`src/rtl/ro_pkg.sv`:
```
// Shared types and constants for the ring-oscillator measurement sequencer.
package ro_pkg;

  typedef enum logic [2:0] {
    ST_IDLE,
    ST_CLEAR,
    ST_SETTLE,
    ST_GATE,
    ST_HOLD,
    ST_CAPTURE
  } ro_meas_state_t;

  localparam logic RO_ID_1 = 1'b0;
  localparam logic RO_ID_2 = 1'b1;

  localparam int DEF_CNT_W      = 16;
  localparam int DEF_WIN_W      = 16;
  localparam int DEF_SETTLE_CYC = 4;

  function automatic int max_i(input int a, input int b);
    return (a > b) ? a : b;
  endfunction

  function automatic logic first_id(input logic [1:0] m);
    return m[0] ? RO_ID_1 : RO_ID_2;
  endfunction

  function automatic logic [1:0] id_onehot(input logic id);
    return (id == RO_ID_2) ? 2'b10 : 2'b01;
  endfunction

endpackage

```
`src/rtl/ro_meas_timer.sv`:
```
// Loadable down-counter; o_tc flags a zero count.
// Holds at zero rather than wrapping.
module ro_meas_timer #(
  parameter int W = 16
) (
  input  logic         i_clk,
  input  logic         i_rst_n,
  input  logic         i_load,
  input  logic [W-1:0] i_val,
  output logic         o_tc
);

  logic [W-1:0] r_cnt;

  always_ff @(posedge i_clk) begin
    if (!i_rst_n) begin
      r_cnt <= '0;
    end else if (i_load) begin
      r_cnt <= i_val;
    end else if (r_cnt != '0) begin
      r_cnt <= r_cnt - W'(1);
    end
  end

  assign o_tc = (r_cnt == '0);

endmodule

```
`src/rtl/ro_meas_ctrl.sv`:
```
// RO measurement sequencer: clear, settle, gate, hold, capture per RO.
// Define RO_MEAS_DIFF_EN to add the signed res_diff = res1 - res0 output.
module ro_meas_ctrl
  import ro_pkg::*;
#(
  parameter int CNT_W      = DEF_CNT_W,
  parameter int WIN_W      = DEF_WIN_W,
  parameter int SETTLE_CYC = DEF_SETTLE_CYC
) (
  input  logic             clk,
  input  logic             rst_n,
  input  logic             start,
  input  logic             abort,
  input  logic             cont,
  input  logic [1:0]       ro_mask,
  input  logic [WIN_W-1:0] win_len,
  input  logic [CNT_W-1:0] ro_count,
  output logic [1:0]       ro_act,
  output logic             cnt_clr,
  output logic             cnt_gate,
  output logic             busy,
  output logic             res_valid,
  output logic             res_id,
  output logic [CNT_W-1:0] res0,
  output logic [CNT_W-1:0] res1,
  output logic             done
`ifdef RO_MEAS_DIFF_EN
  ,
  output logic signed [CNT_W:0] res_diff
`endif
);

  localparam int TW =
    max_i(WIN_W, $clog2(SETTLE_CYC + 1));

  ro_meas_state_t   r_state;
  logic [1:0]       r_mask;
  logic [WIN_W-1:0] r_win;
  logic             r_cont;

  logic          w_tc;
  logic          w_load;
  logic [TW-1:0] w_ld_val;
  logic          w_next_hi;

  // Timer reloads on every state change with the next state's length - 1.
  always_comb begin
    w_ld_val = '0;
    case (r_state)
      ST_CLEAR, ST_GATE:
        w_ld_val = TW'(SETTLE_CYC - 1);
      ST_SETTLE:
        w_ld_val = (r_win == '0) ? '0
                 : TW'(r_win) - TW'(1);
      default:
        w_ld_val = '0;
    endcase
  end

  assign w_load = (r_state == ST_IDLE) | w_tc;
  assign w_next_hi = (res_id == RO_ID_1) & r_mask[1];

  ro_meas_timer #(
    .W(TW)
  ) u_timer (
    .i_clk  (clk),
    .i_rst_n(rst_n),
    .i_load (w_load),
    .i_val  (w_ld_val),
    .o_tc   (w_tc)
  );

  always_ff @(posedge clk) begin
    if (!rst_n) begin
      r_state   <= ST_IDLE;
      r_mask    <= '0;
      r_win     <= '0;
      r_cont    <= 1'b0;
      ro_act    <= '0;
      cnt_clr   <= 1'b0;
      cnt_gate  <= 1'b0;
      busy      <= 1'b0;
      res_valid <= 1'b0;
      res_id    <= RO_ID_1;
      res0      <= '0;
      res1      <= '0;
      done      <= 1'b0;
    end else if (abort) begin
      r_state   <= ST_IDLE;
      ro_act    <= '0;
      cnt_clr   <= 1'b0;
      cnt_gate  <= 1'b0;
      busy      <= 1'b0;
      res_valid <= 1'b0;
      done      <= 1'b0;
    end else begin
      cnt_clr   <= 1'b0;
      res_valid <= 1'b0;
      done      <= 1'b0;
      unique case (r_state)
        ST_IDLE: begin
          if (start && ro_mask != 2'b00) begin
            r_mask  <= ro_mask;
            r_win   <= win_len;
            r_cont  <= cont;
            res_id  <= first_id(ro_mask);
            ro_act  <= id_onehot(first_id(ro_mask));
            cnt_clr <= 1'b1;
            busy    <= 1'b1;
            r_state <= ST_CLEAR;
          end
        end
        ST_CLEAR: begin
          if (w_tc) r_state <= ST_SETTLE;
        end
        ST_SETTLE: begin
          if (w_tc) begin
            cnt_gate <= 1'b1;
            r_state  <= ST_GATE;
          end
        end
        ST_GATE: begin
          if (w_tc) begin
            cnt_gate <= 1'b0;
            r_state  <= ST_HOLD;
          end
        end
        ST_HOLD: begin
          if (w_tc) begin
            ro_act    <= '0;
            res_valid <= 1'b1;
            if (res_id == RO_ID_2) res1 <= ro_count;
            else                   res0 <= ro_count;
            r_state   <= ST_CAPTURE;
          end
        end
        ST_CAPTURE: begin
          if (w_next_hi) begin
            res_id  <= RO_ID_2;
            ro_act  <= id_onehot(RO_ID_2);
            cnt_clr <= 1'b1;
            r_state <= ST_CLEAR;
          end else if (r_cont) begin
            res_id  <= first_id(r_mask);
            ro_act  <= id_onehot(first_id(r_mask));
            cnt_clr <= 1'b1;
            r_state <= ST_CLEAR;
          end else begin
            busy    <= 1'b0;
            done    <= 1'b1;
            r_state <= ST_IDLE;
          end
        end
        default: r_state <= ST_IDLE;
      endcase
    end
  end

`ifdef RO_MEAS_DIFF_EN
  // res1 already holds the new RO2 value while in CAPTURE.
  always_ff @(posedge clk) begin
    if (!rst_n) begin
      res_diff <= '0;
    end else if (r_state == ST_CAPTURE &&
                 res_id == RO_ID_2 &&
                 r_mask == 2'b11) begin
      res_diff <= $signed({1'b0, res1})
                - $signed({1'b0, res0});
    end
  end
`endif

endmodule

```
`config.mk`:
```
export PLATFORM = sky130hd
export DESIGN_NAME = ro_meas_ctrl
export DESIGN_NICKNAME = d
export VERILOG_FILES = /design/src/rtl/ro_pkg.sv /design/src/rtl/ro_meas_timer.sv /design/src/rtl/ro_meas_ctrl.sv
export SDC_FILE = /design/constraint.sdc
export NUM_CORES = 1
export LEC_CHECK = 0
export ABC_CLOCK_PERIOD_IN_PS = 2700
export BUFFER_PORTS_ARGS = -buffer_cell sky130_fd_sc_hd__buf_2
export CAP_MARGIN = 25
export CORE_MARGIN = 3
export CORE_UTILIZATION = 50
export DETAILED_ROUTE_END_ITERATION = 10
export HOLD_SLACK_MARGIN = 0.05
export PLACE_DENSITY = 0.81
export SYNTH_ARGS = -nofsm -noshare
export SYNTH_HDL_FRONTEND = slang
export SYNTH_SLANG_ARGS = --single-unit
```
`constraint.sdc`:
```
create_clock -name clk -period 2.7 [get_ports clk]
set_clock_uncertainty 0.05 [all_clocks]
set_input_delay 0.675 -clock clk [delete_from_list [all_inputs] [get_ports clk]]
set_output_delay 0.675 -clock clk [all_outputs]
set_load 0.01 [all_outputs]
```
==> summary.txt <==
Power
  • Internal power: 2.06 mW
  • Reported net switching power: 1.01 mW
  • Switching Share: approximately a third
  • PD cells: 726 nW/um2
  • Leakage: 1.84 nW
  • Clock network power share: roughly 29%
  • Maximum vdd ir drop: 394 uV
  • Seq pwr share: a little over 40%
  • Comb pwr share: 29.8%

Setup path
  • CP Capture Type: register
  • Req. time, crit path: approximately 2900 ps
  • Largest fanout on the critical path: 8
  • Worst stage delay on the critical path: 460 ps
  • Startpoint type of the worst setup path: register
  • WP data arrival: 2380 ps
  • Slowest cell on the critical path: or3b_1
  • WS Path Type: reg -> reg
  • Cell Chain, Critical Path: inv_1 -> ha_1 -> or3b_1 -> or2_4 -> o311ai_4 -> buf_4 -> a21oi_1 -> o21a_1
  • CP bufs+invs: 2
  • Delay-heaviest family, CP: simple AND/OR/NAND/NOR gates

STA
  • Minimum clock period: 2190 ps
  • Slew margin rel.: 54.2%
  • RSZ-0062 raised after global routing: false
  • Setup TNS: 0 ps
  • Measured slew at the worst slew-check pin: approximately 680 ps
  • Final setup viols: 0
  • Hold slack: 419 ps
  • Tcrit/Tclk final: 81.1%
  • Slew Viols, Final: 0
  • Hold Fails Final Rpt: 0
  • Highest clock rate: around 0.46 GHz

Global routing
  • Global route overflow: 0
  • Global-route wire length before repair: ~13000 um
  • Pin count of the biggest net entering global routing: 55
  • Vias in the first global route: 2956
  • Initial antenna violation count: 0
  • Gr usage total: 19.2%

CTS
  • CTS H-tree lvls: 3
  • Post-CTS Resized: 0
  • Clock sinks: 78
  • Num CTS Buffers: 9
  • CTS root buf: clkbuf_8
  • Clock-pin slew on the worst setup and hold paths: 90 ps
  • CTS tree: yes
  • Postcts setup bufs: 0
  • Hold-fix buffers at CTS: 0
  • Clk_lat worst skew: 350 ps
  • Clock Tree Buf Depth: 2

Detailed routing
  • Drt first-iter violations: 138
  • Post-DR vias/cell: 5.31
  • Routed wire length per instance: 13.1 um
  • Drt drc: 0
  • Routed vias: 3090
  • DRT antenna net count: 0
  • Routed wire length: around 7600 um
  • Pre-antenna DRT Iters: 4

Synth
  • Post-synth top area share: 44.2%
  • Count of different cell masters after synthesis: about 50
  • Synth Flop Type: dfxtp_1
  • EDFF count, synth: 0
  • Synthesized cell area: 3540 um2
  • Ys async rst share: 0%
  • Post-Synthesis Cells: 405
  • Synth area leaders: dfxtp_1 (44%), nand3_1 (5.7%), o21ai_0 (5.7%)
  • Most frequent cell after synthesis: dfxtp_1
  • Yosys Warn Count: 0
  • Synth Area per Inst: 8.73 um2
  • Flop and latch count out of synthesis: about 80
  • Area leader, netlist: dfxtp_1
  • Syn nets: 447
  • Post-synthesis sequential area ratio: 44.2%
  • Top cells by count, synth: dfxtp_1 (78), nor2_1 (47), nand3_1 (40), o21ai_0 (40), nand2_1 (27)

Cells and area
  • Final net count: 523
  • Layout area overhead: 19.4%
  • Layout cells sized above 1: a little over a quarter
  • Fillers: a little over 600
  • Layout Utilization: 61.8%
  • ANT cells: 0

Floorplanning
  • Die width: 90.1 um
  • Die area: between 8000 and 9000 um2
  • Core area: 6830 um2
  • Die extent in y: ~90 um
  • Top Ports: 79
  • Initial Utilization: between 50% and 60%
  • Row count: 30

Min path
  • Hold Path Class: reg -> reg

Job
  • Max-cap violation count: 0

Place
  • GP Congestion: 0.861
  • IO Port Bufs: 78
  • Hpwl dp: approximately 5700 um

Outcome
  • Status: complete, no violations
[cell families (layout without fill, tap and decap cells)]
kind of cell	after synthesis	after routing	share of synthesized area, %
adders and majority gates	3	3	1.06
DFF	78	78	44.2
buffers and inverters	30	111	3.75
AOI/OAI and AO/OA	81	81	14.7
xor gates and xnor gates	20	20	4.95
muxes	20	20	5.70
and+or+nand+nor	173	173	25.7
[area by class of cell]
type                    count  area, um2  area share [%]
multi-input cells         297       1840            43.6
flip-flops and latches     78       1560            37.0
repair buffers             89        473            11.2
clock buffers               9        124            2.93
well taps                  96        120            2.85
clock inverters             7       78.8            1.87
inverters                   6       22.5           0.533
[state kept, by name (all words and copies together), names as in the netlist]
register and flops:
r_win 16, res0 16, res1 16, u_timer.r_cnt 16, r_state 3, r_mask 2, ro_act 2, busy 1
cnt_clr 1, cnt_gate 1, done 1, r_cont 1, res_id 1, res_valid 1
[stage by stage]
| step | instance area (um2) | setup WS, ps | cells | power (mW) |
|---|---|---|---|---|
| global placement | 4020 | 574 | 566 | 2.17 |
| finish | 4220 | 511 | 582 | 3.07 |
| global route | 4220 | 380 | 582 | 3.26 |
| floorplan | 3540 | 564 | 405 | 1.96 |
| detailed placement | 4020 | 525 | 566 | 2.19 |
| CTS | 4220 | 509 | 582 | 3.08 |
[final timing paths]
kind / startpoint / end / slack (ps) / depth (start not counted)
setup / recovery: r_win[0] / u_timer.r_cnt[6] / 510 / 8
hold / removal: res1[7] / res1[7] / 420 / 2
setup reg to reg: r_win[0] / u_timer.r_cnt[6] / 510 / 8
hold reg to reg: res1[7] / res1[7] / 420 / 2
[cell usage in the layout, fill, tap and decap left out, drive strengths merged, types with 3 or more instances in the layout]
| cell | instances |
|---|---|
| buf | 89 |
| o22a | 9 |
| xnor2 | 7 |
| o21a | 4 |
| nor3 | 11 |
| or2 | 6 |
| nor2b | 4 |
| dfxtp | 78 |
| clkbuf | 9 |
| o21ai | 41 |
| nor2 | 48 |
| nand3 | 40 |
| or3 | 7 |
| o31ai | 4 |
| a21oi | 14 |
| mux2i | 19 |
| xor2 | 13 |
| nand4 | 5 |
| ha | 3 |
| nand2 | 27 |
| nor4 | 6 |
| nand2b | 4 |
| or3b | 3 |
| inv | 9 |
[worst register-to-register path, delay by kind of cell, from the launching register on]
kind            cells  cell delay, ps
compound gates      3             500
fa+ha+maj           1             170
flops               1             350
buf+inv             2             270
simple gates        2             750
[routing by layer]
metal / up-vias / track usage [%] / part of all wire [%]
met5: - / 0 / 0
met4: 0 / 8.29 / 1.6
met3: 13 / 4.52 / 5.4
met2: 75 / 31.3 / 47
met1: 1420 / 24.1 / 46
li1: 1582 / - / -
[power groups by stage]
stage	Combinational, mW	Sequential [mW]	Clock [mW]
final	0.915	1.26	0.895
after global routing	1.03	1.27	0.973
after CTS	0.914	1.26	0.911
after detailed placement	0.906	1.28	0
after global placement	0.895	1.28	0
after floorplan	0.690	1.27	0
Note: power is estimated with default switching activity, not from simulation.
